$ cat config.mk
export PLATFORM = sky130hd
export DESIGN_NAME = prbs_link_test_ctrl
export DESIGN_NICKNAME = d
export VERILOG_FILES = /design/src/rtl/prbs_link_test_ctrl.sv
export SDC_FILE = /design/constraint.sdc
export NUM_CORES = 1
export LEC_CHECK = 0
export BUFFER_PORTS_ARGS = -buffer_cell sky130_fd_sc_hd__buf_2
export CAP_MARGIN = 10
export CORE_ASPECT_RATIO = 2
export CORE_MARGIN = 2
export CORE_UTILIZATION = 56
export CTS_CLUSTER_DIAMETER = 120
export DETAILED_ROUTE_END_ITERATION = 7
export GPL_TIMING_DRIVEN = 0
export PLACE_DENSITY = 0.83
export RECOVER_POWER = 100
export SLEW_MARGIN = 40
export SYNTH_ARGS = -nofsm -noshare
export SYNTH_HDL_FRONTEND = slang
export SYNTH_SLANG_ARGS = --single-unit
$ cat constraint.sdc
create_clock -name clk -period 7 [get_ports clk]
set_input_delay 0.35 -clock clk [delete_from_list [all_inputs] [get_ports clk]]
set_output_delay 0.35 -clock clk [all_outputs]
set_load 0.02 [all_outputs]
$ cat src/rtl/prbs_link_test_ctrl.sv
// prbs_link_test_ctrl: PRBS-7 link test controller.
// Self-synchronous checker over 32-bit received words, lock/unlock tracking,
// error and word counters, optional single-bit error injection.
// Optional feature macro: PRBS_ERR_INJECT_EN (enables inject_mask pulse on inject_err).
module prbs_link_test_ctrl #(
   parameter int unsigned LOCK_CNT    = 16,
   parameter int unsigned UNLOCK_ERRS = 4,
   parameter int unsigned TEST_LEN    = 0
) (
   input  logic        clk,
   input  logic        rst,
   input  logic        start,
   input  logic        stop,
   input  logic        rx_valid,
   input  logic [31:0] rx_data,
   output logic        gen_en,
   output logic [31:0] inject_mask,
   input  logic        inject_err,
   output logic [1:0]  state,
   output logic        busy,
   output logic        locked,
   output logic        done,
   output logic        lock_lost,
   output logic [31:0] err_cnt,
   output logic [31:0] word_cnt
);

   localparam int unsigned WORD_W  = 32;
   localparam int unsigned TAIL_W  = 7;
   localparam int unsigned CLEAN_W = 8;
   localparam int unsigned BAD_W   = 4;
   localparam int unsigned POP_W   = 6;

   localparam logic [1:0] S_IDLE   = 2'd0;
   localparam logic [1:0] S_SYNC   = 2'd1;
   localparam logic [1:0] S_LOCKED = 2'd2;
   localparam logic [1:0] S_DONE   = 2'd3;

   // Only the last 7 bits of the previous word feed the PRBS-7 checks.
   logic [TAIL_W-1:0]  prev_tail;
   logic               prime;
   logic [CLEAN_W-1:0] clean_run;
   logic [BAD_W-1:0]   bad_run;

   logic [1:0]         state_n;
   logic               prime_n;
   logic [CLEAN_W-1:0] clean_n;
   logic [BAD_W-1:0]   bad_n;
   logic [WORD_W-1:0]  err_n;
   logic [WORD_W-1:0]  word_n;
   logic               lost_n;

   logic [WORD_W+TAIL_W-1:0] seq;
   logic [WORD_W-1:0]        err_vec;
   logic [POP_W-1:0]         err_pop;
   logic                     word_bad;
   logic [WORD_W:0]          err_sum;

   // Per-bit PRBS-7 check (b[n] = b[n-7] ^ b[n-6]), popcount and saturating sum.
   always_comb begin
      seq     = {rx_data, prev_tail};
      err_vec = '0;
      err_pop = '0;
      for (int k = 0; k < 32; k++) begin
         err_vec[k] = seq[k+7] ^ seq[k] ^ seq[k+1];
      end
      for (int i = 0; i < 32; i++) begin
         err_pop = err_pop + POP_W'(err_vec[i]);
      end
      word_bad = (|err_vec) || (rx_data == 32'h0);
      err_sum  = {1'b0, err_cnt} + (WORD_W+1)'(err_pop);
   end

   // Next-state and next counter values.
   always_comb begin
      state_n = state;
      prime_n = prime;
      clean_n = clean_run;
      bad_n   = bad_run;
      err_n   = err_cnt;
      word_n  = word_cnt;
      lost_n  = lock_lost;
      if (stop) begin
         state_n = S_IDLE;
      end else begin
         case (state)
            S_IDLE, S_DONE: begin
               if (start) begin
                  state_n = S_SYNC;
                  prime_n = 1'b1;
                  clean_n = '0;
                  bad_n   = '0;
                  err_n   = '0;
                  word_n  = '0;
                  lost_n  = 1'b0;
               end
            end
            S_SYNC: begin
               if (rx_valid) begin
                  if (prime) begin
                     prime_n = 1'b0;
                  end else if (word_bad) begin
                     clean_n = '0;
                  end else if (clean_run == CLEAN_W'(LOCK_CNT - 1)) begin
                     state_n = S_LOCKED;
                     clean_n = '0;
                     bad_n   = '0;
                  end else begin
                     clean_n = clean_run + CLEAN_W'(1);
                  end
               end
            end
            S_LOCKED: begin
               if (rx_valid) begin
                  word_n = word_cnt + WORD_W'(1);
                  err_n  = err_sum[WORD_W] ? '1 : err_sum[WORD_W-1:0];
                  bad_n  = word_bad ? bad_run + BAD_W'(1) : '0;
                  if ((TEST_LEN != 0) && (word_n == WORD_W'(TEST_LEN))) begin
                     state_n = S_DONE;
                  end else if (word_bad && (bad_run == BAD_W'(UNLOCK_ERRS - 1))) begin
                     state_n = S_SYNC;
                     lost_n  = 1'b1;
                     prime_n = 1'b1;
                     clean_n = '0;
                     bad_n   = '0;
                  end
               end
            end
            default: state_n = S_IDLE;
         endcase
      end
   end

   // State, counters and registered status outputs.
   always_ff @(posedge clk or posedge rst) begin
      if (rst) begin
         state     <= S_IDLE;
         prime     <= 1'b0;
         clean_run <= '0;
         bad_run   <= '0;
         err_cnt   <= '0;
         word_cnt  <= '0;
         lock_lost <= 1'b0;
         done      <= 1'b0;
         busy      <= 1'b0;
         gen_en    <= 1'b0;
         locked    <= 1'b0;
      end else begin
         state     <= state_n;
         prime     <= prime_n;
         clean_run <= clean_n;
         bad_run   <= bad_n;
         err_cnt   <= err_n;
         word_cnt  <= word_n;
         lock_lost <= lost_n;
         done      <= (state == S_LOCKED) && (state_n == S_DONE);
         busy      <= (state_n == S_SYNC) || (state_n == S_LOCKED);
         gen_en    <= (state_n == S_SYNC) || (state_n == S_LOCKED);
         locked    <= (state_n == S_LOCKED);
      end
   end

   // Previous-word history, advanced on every valid word.
   always_ff @(posedge clk or posedge rst) begin
      if (rst) begin
         prev_tail <= '0;
      end else if (rx_valid) begin
         prev_tail <= rx_data[WORD_W-1:WORD_W-TAIL_W];
      end
   end

`ifdef PRBS_ERR_INJECT_EN
   // One-cycle single-bit TX error pulse, honoured only while locked.
   always_ff @(posedge clk or posedge rst) begin
      if (rst) begin
         inject_mask <= '0;
      end else begin
         inject_mask <= ((state == S_LOCKED) && inject_err) ? 32'h0000_0001 : 32'h0;
      end
   end
`else
   logic unused_inject_err;
   assign unused_inject_err = inject_err;

   // Injection disabled: mask held at zero.
   always_ff @(posedge clk or posedge rst) begin
      if (rst) begin
         inject_mask <= '0;
      end else begin
         inject_mask <= '0;
      end
   end
`endif

endmodule
; Word-level counts from Yosys, hierarchy flattened
; Cells that the tools add are included.
[op_classes]
n_eq_ne = 15
reduce_logical = 14
bitwise_logic = 65
muxes = 39
add_sub_neg = 35
[ops]
columns = operator, count
row1 = adder 6 x 1 -> 6 bit, 26
row2 = 2-to-1 mux 32 bit, 4
row3 = case mux 32 bit (2 select lines), 2
row4 = XOR 1 bit, 64
row5 = 2-to-1 mux 8 bit, 7
row6 = adder 32 x 6 -> 33 bit, 1
row7 = adder 32 x 1 -> 32 bit (second input constant), 1
row8 = zero test 32 bit, 1
row9 = 2-to-1 mux 4 bit, 8
row10 = OR reduction 32 bit, 1
row11 = case mux 8 bit (3 select lines), 1
row12 = 2-to-1 mux 2 bit, 8
row13 = inequality test 2 bit (second input constant), 7
row14 = case mux 4 bit (3 select lines), 1
row15 = AND reduction 5 bit, 2
row16 = adder 8 x 1 -> 8 bit (second input constant), 1
row17 = == test 2 bit (second input constant), 4
row18 = == test 8 x 4 -> 1 bit (second input constant), 1
row19 = AND reduction 7 bit, 1
row20 = adder 5 x 1 -> 6 bit, 1
row21 = case mux 2 bit (3 select lines), 1
row22 = AND reduction 6 bit, 1
row23 = adder 4 x 1 -> 5 bit, 1
row24 = 2-to-1 mux 1 bit, 5
row25 = 15 further kinds, 18
[totals]
reg_bits = 90
wordCells = 179
out_inout_bits = 103

; Depth between registers and ports, before layout
; Gate-level depths: netlist of the first run.
[logic_depth]
ltp_word = 37
depth_mapped = 25
ltp_nobuf = 23

; Worst setup path before layout of the first run
; OpenSTA, ideal clock, no wires.
[synth_path]
kind = input to register
start = input rx_data[12]
end = register err_cnt[11]
slack_ps = 777
path_stages = 25
setup_ps = 159
t_arrival_ps = 6064
required_ps = 6841
path_buffers = 2
path_cell_list = clkbuf_1 -> xor2_1 -> xnor2_1 -> inv_1 -> fa_1 -> inv_1 -> fa_1 -> fa_1 -> inv_1 -> fa_1 -> fa_1 -> fa_1 -> inv_1 -> fa_1 -> inv_1 -> fa_1 -> a21o_1 -> a21oi_1 -> nor2b_1 -> o2111ai_1 -> or2_2 -> clkbuf_1 -> o21ai_0 -> a21oi_1 -> a311oi_1
[synth_via]
elab_chain_cells = 26
elab_cells_between_ends = 29
[synth_rtl]
columns = element, line
row1 = start: declaration, 15  ; input logic [31:0] rx_data,
row2 = XOR 1 bit (2 in a row), 65  ; err_vec[k] = seq[k+7] ^ seq[k] ^ seq[k+1];
row3 = adder 6 x 1 -> 6 bit (7 in a row), 68  ; err_pop = err_pop + POP_W'(err_vec[i]);
row4 = adder 6 x 1 -> 6 bit (*) (13 in a row), 68
row5 = adder 32 x 6 -> 33 bit (*), 71  ; err_sum = {1'b0, err_cnt} + (WORD_W+1)'(err_pop);
row6 = 2-to-1 mux 32 bit (*), 116  ; err_n = err_sum[WORD_W] ? '1 : err_sum[WORD_W-1:0];
row7 = 2-to-1 mux 32 bit (*), 114  ; if (rx_valid) begin
row8 = case mux 32 bit (2 select lines) (*), 86  ; case (state)
row9 = end signal: assignment, 153  ; err_cnt <= err_n;
row10 = end: declaration, 24  ; output logic [31:0] err_cnt,
; Mark *: on every way between the ends. The rest lies on a longest branch, timed or not. The select of a mux whose other input is x is not followed.
; A chain may end at the register's enable or synchronous reset.

; Final worst setup path of the first run
[layout_path]
start = register prev_tail[3]
end = register err_cnt[11]
[layout_via]
elab_chain_cells = 35
elab_cells_between_ends = 37
[layout_rtl]
columns = element, line
row1 = start: declaration, 40  ; logic [TAIL_W-1:0] prev_tail;
row2 = start signal: assignment, 168  ; prev_tail <= rx_data[WORD_W-1:WORD_W-TAIL_W];
row3 = XOR 1 bit, 65
row4 = adder 2 x 1 -> 3 bit or XOR 1 bit (tied branches), "68, 65"
row5 = adder 3 x 1 -> 4 bit (*), 68
row6 = adder 4 x 1 -> 5 bit (*), 68
row7 = adder 5 x 1 -> 6 bit (*), 68
row8 = adder 6 x 1 -> 6 bit (*) (26 in a row), 68
row9 = adder 32 x 6 -> 33 bit (*), 71
row10 = 2-to-1 mux 32 bit (*), 116
row11 = 2-to-1 mux 32 bit (*), 114
row12 = case mux 32 bit (2 select lines) (*), 86
; Marks and branches as above.

==> results.sh, run 1 <==
export IMPL_status="complete, but fails checks"
export IMPL_violations="capacitance limit, slew limit"
export IMPL_crit_path_end_kind="flip-flop"
export IMPL_power_density_nw_per_um2=368.5
export IMPL_total_power_w=0.002806
export IMPL_multiInputGateArea_sq_um=3887
export IMPL_ant_nets=0
export IMPL_async_flop_share_pct=100.0
export IMPL_hold_class="in -> reg"
export IMPL_synth_cells=726
export IMPL_start_util_pct=56.82
export IMPL_cts_sinks=90
export IMPL_boundaryPins=141
export IMPL_fp_dieArea_sq_um=12740
export IMPL_routed_wl_mm=17.21
export IMPL_grt_pass1_vias=5838
export IMPL_core_area_sq_um=11630
export IMPL_worstPathRequired_ns=7.19
export IMPL_layout_nets=960
export IMPL_seq_area_frac_synth_pct=34.08
export IMPL_cts_tree="yes"
export IMPL_yosys_warnings=0
export IMPL_rows=56
export IMPL_drc=0
export IMPL_ys_seq_elements=90
export IMPL_clock_path_buffers=2
export IMPL_avgViaCountPerCell=5.700
export IMPL_syn2layout_area_growth_pct=15.22
export IMPL_max_freq_mhz=150.7
export IMPL_synth_edf_count=0
export IMPL_layout_drive_gt1_share_pct=11.83
export IMPL_seq_area_sq_um=2252
export IMPL_routabilityCongestion=0.9785
export IMPL_hold_viol=0
export IMPL_setup_viol=0
export IMPL_clock_skew_final_ns=0.009820
export IMPL_crit_path_max_fanout=10
export IMPL_design_area_sq_um=7615
export IMPL_worst_slack_ns=0.3647
export IMPL_die_y_um=157.6
export IMPL_wl_per_cell_um=16.80
export IMPL_cts_buffers=9
export IMPL_synthesis_area_sq_um=6609
export IMPL_startpoint_type="flip-flop"
export IMPL_pre_cts_slack_ns=-0.02206
export IMPL_clkTransAtPathRegs_ns=0.07
export IMPL_place_hpwl_mm=13.45
export IMPL_path_class="reg -> reg"
export IMPL_cts_max_level=3
export IMPL_placed_area_sq_um=7466
export IMPL_drt_iter0_markers=228
export IMPL_antenna_found_initial=0
export IMPL_p_leak_nw=3.476
export IMPL_syn_avg_cell_area_sq_um=9.103
export IMPL_irDropWorstVdd_mv=0.6514
export IMPL_slew_violations=61
export IMPL_synthFlopType="dfrtp_1"
export IMPL_gr_total_overflow=0
export IMPL_die_w_um=80.82
export IMPL_cts_root_buf="clkbuf_16"
export IMPL_drt_first_pass_iters=6
export IMPL_fill_cells=1023
export IMPL_post_route_period_util_pct=94.79
export IMPL_via_count=5837
export IMPL_grt_max_degree=61
export IMPL_grt_pass1_wl_mm=27.32
export IMPL_diodes=0
export IMPL_rsz0062_at_grt="false"
export IMPL_grtUsageTotal_pct=27.95
export IMPL_max_cap_violations=1
export IMPL_critPathArrivalTime_ns=6.83
export IMPL_slew_headroom_pct=-112.4
export IMPL_synth_cell_types=59
export IMPL_clock_latency_ns=0.35
export IMPL_tightest_slew_ns=3.186
export IMPL_fin_crit_ns=6.635
export IMPL_port_buffers=104
==> placed cells by master, fill, tap and decap left out, types with 5 or more instances in the layout <==
master | synthesis | final
xnor2_1 | 42 | 41
and4_1 | 6 | 6
mux2_2 | 7 | 7
mux2i_1 | 8 | 8
buf_2 | 4 | 35
or2_2 | 5 | 5
ha_1 | 22 | 22
a21oi_1 | 34 | 34
a211oi_1 | 5 | 5
nor3_1 | 21 | 22
a31oi_1 | 5 | 5
xor2_1 | 44 | 44
buf_4 | 33 | 33
clkbuf_1 | 18 | 91
and2_1 | 6 | 5
or3_1 | 11 | 11
nand2b_1 | 6 | 6
nand3_1 | 32 | 32
a221o_1 | 5 | 5
conb_1 | 1 | 32
fa_1 | 26 | 26
inv_1 | 53 | 52
a21o_1 | 8 | 8
nor2_1 | 65 | 65
o21ai_0 | 39 | 40
clkbuf_16 | 0 | 9
dfrtp_1 | 90 | 90
nor4_1 | 11 | 13
and3_1 | 10 | 10
nand4_1 | 15 | 17
nand2_1 | 48 | 48
==> synth_stat cells (3+ instances only) <==
cell / n / share of area, %
mux2i_1: 8 / 1.2
buf_4: 33 / 3.7
ha_1: 22 / 4.2
a31oi_1: 5 / 0.47
nand2_1: 48 / 2.7
o21ai_0: 39 / 3.0
clkbuf_1: 18 / 1.0
o21a_1: 3 / 0.34
a211oi_1: 5 / 0.57
a311oi_1: 4 / 0.53
and4_1: 6 / 0.80
nand2b_1: 6 / 0.57
nand4_1: 15 / 1.4
mux2_2: 7 / 1.2
nor4_1: 11 / 1.0
nor2_1: 65 / 3.7
inv_1: 53 / 3.0
a221o_1: 5 / 0.76
nand3_1: 32 / 2.4
and2_1: 6 / 0.57
or3_1: 11 / 1.0
xnor2_1: 42 / 5.6
and3_1: 10 / 0.95
dfrtp_1: 90 / 34
fa_1: 26 / 7.9
nor3_1: 21 / 1.6
nor2b_1: 4 / 0.38
a41oi_1: 4 / 0.53
a21oi_1: 34 / 2.6
a21o_1: 8 / 0.91
xor2_1: 44 / 5.8
or2_2: 5 / 0.47
buf_2: 4 / 0.30
o31ai_1: 4 / 0.45
==> per-stage QoR <==
step,hold slack [ns],std cells,TNS (ns),util (%)
after floorplan,0.4314,757,0,-
after global placement,0.4852,1006,0,63.86
after detailed placement,0.3465,1007,-0.02206,64.19
after CTS,0.2705,1024,0,66.94
after global routing,0.2642,1024,0,65.47
final,0.2546,1024,0,65.47
==> critical path, stage by stage, from the launching register on <==
cell and delay [ns]:
dfrtp_1 0.42, xnor2_1 0.15, xnor2_1 0.29, fa_1 0.50
fa_1 0.50, fa_1 0.52, inv_1 0.06, fa_1 0.47
fa_1 0.58, fa_1 0.43, inv_1 0.07, fa_1 0.18
inv_1 0.06, fa_1 0.40, a21o_1 0.20, a21oi_1 0.21
nor2b_1 0.11, o2111ai_1 0.43, or2_2 0.24, clkbuf_2 0.25
o21ai_0 0.14, a21oi_1 0.20, a311oi_2 0.07
==> where the power goes <==
group	total (W)	internal [W]	switching (W)
combinational	0.00177	0.000757	0.00101
clock	0.000509	0.000290	0.000219
sequential	0.000532	0.000526	0.00000586
total	0.00281	0.00157	0.00123
==> layer usage <==
metal	vias to the layer above	part of all wire [%]	global-route usage (%)
li1	2740	-	-
met3	72	4.2	4.276
met4	0	6.0	18.16
met5	-	0	0
met2	216	56	52.26
met1	2809	34	27.32
==> registers in the layout, indices dropped and copies added (netlist names) <==
name,flops
locked,1
done,1
word_cnt,32
err_cnt,32
prev_tail,7
state,2
busy,1
clean_run,8
bad_run,4
lock_lost,1
prime,1
==> final timing paths <==
path	from	endpoint	slack, ns	depth (start not counted)
worst min register to register	clean_run[7]$_DFFE_PP0P_	clean_run[7]$_DFFE_PP0P_	0.51	1
min in group asynchronous	rst	word_cnt[10]$_DFFE_PP0P_	0.82	3
worst min-delay path	stop	state[0]$_DFF_PP0_	0.25	2
worst max-delay path	prev_tail[3]$_DFFE_PP0P_	err_cnt[11]$_DFFE_PP0P_	0.36	22
worst max register to register	prev_tail[3]$_DFFE_PP0P_	err_cnt[11]$_DFFE_PP0P_	0.36	22
max in group asynchronous	rst	err_cnt[22]$_DFFE_PP0P_	2.64	4
==> cell type report <==
type,count,share of cell area (%)
Clock buffer,10,3.138
Buffer,56,4.453
Clock inverter,6,0.9366
Multi-Input combinational cell,558,51.05
Tap cell,145,2.383
Sequential cell,90,29.58
Timing Repair Buffer,106,5.833
Inverter,53,2.629
==> cells by family after synthesis <==
logic type / after synthesis / share of synthesized area, %
compound gates: 123 / 11.61
xor+xnor: 86 / 11.40
fa+ha+maj: 48 / 12.04
buf+inv: 109 / 8.141
flops: 90 / 34.08
mux: 15 / 2.405
other cells: 1 / 0.05674
simple gates: 254 / 20.28
==> repair_timing <==
action	CTS	global route
endpoints found under the hold margin	30	0
hold buffers	1	0
resized for setup	0	4
buffers inserted	0	0
setup endpoints to repair	0	9
Note: power is estimated with default switching activity, not from simulation.
==> run 2, diff against run 1 <==
- BUFFER_PORTS_ARGS: -buffer_cell sky130_fd_sc_hd__buf_2 -> -buffer_cell sky130_fd_sc_hd__buf_4
==> run 2 against run 1 <==
  * The flow still finishes with violations (capacitance limit, slew limit)
  * Critical path depth stayed put
  * Register-to-register slack better by 0.03 ns
  * Non-clock buffer count is 1 lower
  * Highest routed layer unchanged
==> results.sh, run 2 (synthesis gave the netlist of run 1 again) <==
export IMPL_status="complete, but fails checks"
export IMPL_violations="capacitance limit, slew limit"
export IMPL_drt_first_pass_iters=5
export IMPL_stdcell_count=1022
export IMPL_cts_root_buf="clkbuf_16"
export IMPL_power_density_nw_per_um2=361.9
export IMPL_startpoint_type="flip-flop"
export IMPL_top_regs="err_cnt (32), word_cnt (32), clean_run (8)"
export IMPL_boundaryPins=141
export IMPL_min_path_cells=2
export IMPL_dp_cells=1007
export IMPL_grt_pass1_vias=5800
export IMPL_max_cap_violations=2
export IMPL_clock_path_buffers=2
export IMPL_start_util_pct=56.82
export IMPL_worstPathRequired_ns=7.22
export IMPL_rows=56
export IMPL_routed_wl_mm=17.07
export IMPL_wl_per_cell_um=16.70
export IMPL_die_w_um=80.82
export IMPL_setup_viol=0
export IMPL_antenna_found_initial=0
export IMPL_clkTransAtPathRegs_ns=0.06
export IMPL_cts_tree="yes"
export IMPL_total_power_w=0.002777
export IMPL_drt_iter0_markers=237
export IMPL_slew_violations=93
export IMPL_grtUsageTotal_pct=28.02
export IMPL_syn2layout_area_growth_pct=16.11
export IMPL_place_hpwl_mm=13.40
export IMPL_clock_skew_final_ns=0.006812
export IMPL_r2r_start="prev_tail[1]$_DFFE_PP0P_"
export IMPL_reg2reg_slack_ns=0.39
export IMPL_core_area_sq_um=11630
export IMPL_clock_latency_ns=0.34
export IMPL_final_cell_mix="clkbuf_1, dfrtp_1, nor2_1, buf_4, inv_1"
export IMPL_layout_commonest_cell="clkbuf_1"
export IMPL_layout_drive_gt1_share_pct=11.97
export IMPL_cts_sinks=90
export IMPL_crit_path_max_fanout=10
export IMPL_avgViaCountPerCell=5.666
export IMPL_cts_max_level=3
export IMPL_slew_headroom_pct=-51.90
export IMPL_max_freq_mhz=151.3
export IMPL_crit_path_end_kind="flip-flop"
export IMPL_holdBufCountCts=0
export IMPL_port_buffers=104
export IMPL_hold_end="state[0]$_DFF_PP0_"
export IMPL_final_util_pct=65.97
export IMPL_post_route_period_util_pct=94.40
export IMPL_min_from="stop"
export IMPL_critPathArrivalTime_ns=6.82
export IMPL_hold_class="in -> reg"
export IMPL_p_leak_nw=3.514
export IMPL_path_class="reg -> reg"
export IMPL_grt_max_degree=50
export IMPL_cts_buffers=9
export IMPL_fill_cells=1021
export IMPL_diodes=0
export IMPL_rsz0062_at_grt="false"
export IMPL_die_y_um=157.6
export IMPL_fin_crit_ns=6.608
export IMPL_routabilityCongestion=0.9474
export IMPL_ant_nets=0
export IMPL_rr_worst_depth=22
export IMPL_gr_total_overflow=0
export IMPL_timing_rr_end="err_cnt[11]$_DFFE_PP0P_"
export IMPL_cts_setup_buffers=0
export IMPL_hold_viol=0
export IMPL_grt_pass1_wl_mm=27.41
export IMPL_via_count=5791
export IMPL_layout_nets=959
export IMPL_tightest_slew_ns=2.279
export IMPL_drc=0
export IMPL_irDropWorstVdd_mv=0.6148
export IMPL_fp_dieArea_sq_um=12740
## run 2: cell types whose count changed in the layout (fill, tap and decap cells not counted), sizes merged
cell | previous run | this run
buf | 69 | 68
clkinvlp | 3 | 1
clkinv | 1 | 5
dlygate4sd3 | 1 | 0
inv | 54 | 52
## run 2: how the worst max path moves through the flow
stage                                         end                startpoint
after floorplan           err_cnt[11]$_DFFE_PP0P_               rx_data[12]
after global placement    err_cnt[11]$_DFFE_PP0P_               rx_data[12]
after detailed placement  err_cnt[11]$_DFFE_PP0P_                rx_data[9]
after CTS                  err_cnt[9]$_DFFE_PP0P_  prev_tail[1]$_DFFE_PP0P_
after global routing      err_cnt[11]$_DFFE_PP0P_  prev_tail[3]$_DFFE_PP0P_
final                     err_cnt[11]$_DFFE_PP0P_  prev_tail[1]$_DFFE_PP0P_
## run 2: cell type report
cell class | count | area, sq um | share of cell area, %
clock inverter | 6 | 58.81 | 0.7663
sequential | 90 | 2252 | 29.35
multi-input combinational | 558 | 3902 | 50.86
clock buffer | 9 | 225.2 | 2.935
timing repair buffer | 105 | 514.2 | 6.701
tap | 145 | 181.4 | 2.364
inverter | 53 | 200.2 | 2.609
buffer | 56 | 339.1 | 4.419
## run 2: stage by stage
step           hold slack [ns]  cell area [sq um]  setup slack, ns  TNS [ns]
3_3_place_gp            0.4846               7687          0.03190         0
5_1_grt                 0.2262               7674          0.03214         0
6_report                0.2254               7674           0.3923         0
4_1_cts                0.05531               8003           0.1265         0
3_5_place_dp            0.4125               7719         -0.02233  -0.02233
2_1_floorplan           0.4314               6725           0.7768         0
## run 2: what timing repair did
item                                   4_1_cts  5_1_grt
setup endpoints to repair                    0        9
gates resized for setup                      0        6
endpoints found under the hold margin        0        0
## run 2: routing by layer
layer / track usage [%] / wire, um
met1: 27.31 / 5739
met2: 53.33 / 9619
met3: 4.162 / 761
met4: 16.63 / 949
met5: 0 / 0
## run 2: report_power, final
| part | leakage (nW) | switching (W) | internal, W |
|---|---|---|---|
| logic | 2.13 | 0.00101 | 0.000765 |
| registers | 1.24 | 0.00000638 | 0.000526 |
| clock network | 0.145 | 0.000199 | 0.000273 |
## run 2: critical path: stages, from the launching register on
cell and delay [ns]:
dfrtp_1 0.43, xnor2_2 0.18, xnor2_2 0.24, fa_1 0.49, fa_1 0.50, fa_1 0.53, inv_1 0.06, fa_1 0.57
fa_1 0.46, fa_1 0.50, inv_1 0.05, fa_1 0.37, inv_1 0.08, fa_1 0.19, a21o_1 0.13, a21oi_1 0.10
nor2b_1 0.20, o2111ai_1 0.24, or2_2 0.40, clkbuf_2 0.21, o21ai_0 0.13, a21oi_1 0.09, a311oi_1 0.33
==> run 3, diff against run 2 <==
- CORE_UTILIZATION: 56 -> 60
- PLACE_DENSITY: 0.83 -> 0.88
- clock period: 7 -> 7.9 ns (I/O delays scaled with it)
==> run 3 against run 2 <==
  * The flow still finishes with violations (capacitance limit, slew limit)
  * Total power down 9.7%
  * Global-route usage up 3.2 points
  * Sequential share of layout area up 0.11 points
  * Sequential cell count is the same
  * Clock skew down 0.00081 ns
  * Utilization grew 4.7 points
  * Via count rose by 2.5%
  * First-iteration DRC count increased by 39%
  * Cell area is 0.38% lower
  * Sequential power fell by 11%
  * Wire length up 4.6%
  * Largest cell class unchanged
  * Largest power group unchanged
==> results.sh, run 3 (synthesis gave the netlist of run 1 again) <==
export IMPL_drt_first_pass_iters=7
export IMPL_power_density_nw_per_um2=327.9
export IMPL_max_cap_violations=2
export IMPL_crit_path_max_fanout=10
export IMPL_irDropWorstVdd_mv=0.4064
export IMPL_grt_pass1_wl_mm=29.34
export IMPL_setup_viol=0
export IMPL_antenna_found_initial=0
export IMPL_place_hpwl_mm=13.98
export IMPL_core_area_sq_um=10810
export IMPL_crit_chain="xnor2_1, xnor2_1, fa_1, fa_1, fa_1, inv_1, fa_1, fa_1, fa_1, inv_1, fa_1, inv_1, fa_1, a21o_1, a21oi_1, nor2b_1, o2111ai_1, or2_2, clkbuf_1, o21ai_0, a21oi_1, a311oi_1"
export IMPL_cp_buffers_inverters=4
export IMPL_wl_per_cell_um=17.54
export IMPL_start_util_pct=61.13
export IMPL_grt_max_degree=54
export IMPL_diodes=0
export IMPL_critPathArrivalTime_ns=7.21
export IMPL_violations="capacitance limit, slew limit"
export IMPL_clock_path_buffers=2
export IMPL_gr_total_overflow=0
export IMPL_clock_skew_final_ns=0.006006
export IMPL_min_from="stop"
export IMPL_port_buffers=104
export IMPL_ant_nets=0
export IMPL_status="complete, but fails checks"
export IMPL_via_count=5933
export IMPL_timing_rr_end="err_cnt[11]$_DFFE_PP0P_"
export IMPL_final_util_pct=70.72
export IMPL_reg2reg_slack_ns=0.85
export IMPL_fp_dieArea_sq_um=11920
export IMPL_post_route_period_util_pct=89.27
export IMPL_rr_worst_depth=22
export IMPL_tns_ns=0
export IMPL_layout_commonest_cell="clkbuf_1"
export IMPL_r2r_start="prev_tail[1]$_DFFE_PP0P_"
export IMPL_tightest_slew_ns=2.798
export IMPL_hold_viol=0
export IMPL_drt_iter0_markers=329
export IMPL_routabilityCongestion=1.050
export IMPL_p_leak_nw=3.492
export IMPL_clock_latency_ns=0.34
export IMPL_layout_drive_gt1_share_pct=11.28
export IMPL_rsz0062_at_grt="false"
export IMPL_path_class="reg -> reg"
export IMPL_boundaryPins=141
export IMPL_drc=0
export IMPL_max_freq_mhz=141.8
export IMPL_critPathLaunch="prev_tail[1]$_DFFE_PP0P_"
export IMPL_hold_end="state[0]$_DFF_PP0_"
export IMPL_hold_class="in -> reg"
export IMPL_slew_headroom_pct=-86.55
export IMPL_final_cell_mix="clkbuf_1, dfrtp_1, nor2_1, buf_4, inv_1"
export IMPL_die_y_um=152.4
export IMPL_routed_wl_mm=17.85
export IMPL_worstPathRequired_ns=8.06
export IMPL_syn2layout_area_growth_pct=15.68
export IMPL_ctsResizeCount=0
export IMPL_die_w_um=78.21
export IMPL_cts_sinks=90
export IMPL_cts_max_level=3
export IMPL_critPathMaxStageDelay_ns=0.57
export IMPL_fin_crit_ns=7.052
export IMPL_top_regs="err_cnt (32), word_cnt (32), clean_run (8)"
export IMPL_cts_root_buf="clkbuf_16"
export IMPL_holdBufCountCts=0
export IMPL_cts_tree="yes"
export IMPL_cts_buffers=9
export IMPL_slew_violations=93
export IMPL_grt_pass1_vias=6185
export IMPL_cts_setup_buffers=0
export IMPL_avgViaCountPerCell=5.828
export IMPL_crit_path_end_kind="flip-flop"
export IMPL_startpoint_type="flip-flop"
export IMPL_layout_nets=959
export IMPL_clkTransAtPathRegs_ns=0.06
export IMPL_slowest_stage="fa_1"
export IMPL_grtUsageTotal_pct=31.20
export IMPL_crit_family="adder cells"
export IMPL_cpMostUsedCell="fa_1"
export IMPL_rows=54
export IMPL_min_path_cells=2
==> run 3: cell count changes in the layout (fill, tap and decap cells not counted), sizes merged <==
| cell | change |
|---|---|
| clkbuf | +2 |
| clkinv | -1 |
==> run 3: where the power goes <==
group	internal, W	switching, W	total (W)
clock	0.000253	0.000176	0.000429
combinational	0.000669	0.000937	0.00161
sequential	0.000467	0.00000605	0.000473
==> run 3: worst register-to-register path, cell delays in order (launching register included) <==
cell,delay [ns]
dfrtp_1,0.42
xnor2_1,0.15
xnor2_1,0.36
fa_1,0.51
fa_1,0.51
fa_1,0.53
inv_1,0.06
fa_1,0.47
fa_1,0.57
fa_1,0.43
inv_1,0.08
fa_1,0.19
inv_1,0.06
fa_1,0.41
a21o_1,0.20
a21oi_1,0.23
nor2b_1,0.12
o2111ai_1,0.45
or2_2,0.25
clkbuf_1,0.43
o21ai_0,0.18
a21oi_1,0.20
a311oi_1,0.08
==> run 3: stage by stage <==
stage | hold slack, ns | instances | cell area [sq um] | worst slack (ns) | power [W]
6_report | 0.2793 | 1018 | 7645 | 0.8476 | 0.002507
5_1_grt | 0.2920 | 1018 | 7645 | 0.5293 | 0.002751
4_1_cts | 0.05419 | 1018 | 8016 | 0.9254 | 0.002530
3_5_place_dp | 0.4134 | 1002 | 7720 | 0.6839 | 0.002080
3_3_place_gp | 0.4823 | 1001 | 7681 | 0.8066 | 0.001999
2_1_floorplan | 0.4573 | 757 | 6725 | 1.632 | 0.001651
==> run 3: how the worst max path moves through the flow <==
stage | endpoint | slack (ns) | cells past startpoint
after floorplan | err_cnt[11]$_DFFE_PP0P_ | 1.63 | 25
after detailed placement | err_cnt[11]$_DFFE_PP0P_ | 0.68 | 25
after global routing | err_cnt[11]$_DFFE_PP0P_ | 0.53 | 22
final | err_cnt[11]$_DFFE_PP0P_ | 0.85 | 22
after CTS | err_cnt[11]$_DFFE_PP0P_ | 0.93 | 22
after global placement | err_cnt[11]$_DFFE_PP0P_ | 0.81 | 25
==> run 3: per-layer routing <==
metal / up-vias / GRT usage (%) / wire length, um
met5: - / 0 / 0
met3: 75 / 5.569 / 949
met2: 268 / 57.88 / 10020
met4: 0 / 20.80 / 1106
met1: 2856 / 30.35 / 5777
li1: 2734 / - / -
==> run 3: cell type report <==
cell class	count	area, sq um
plain buffers	56	337.8
clock buffers	11	242.7
clock inverters	5	53.80
fillers	900	3166
inverters	53	200.2
multi-input cells	558	3869
flip-flops and latches	90	2252
well taps	140	175.2
repair buffers	105	514.2
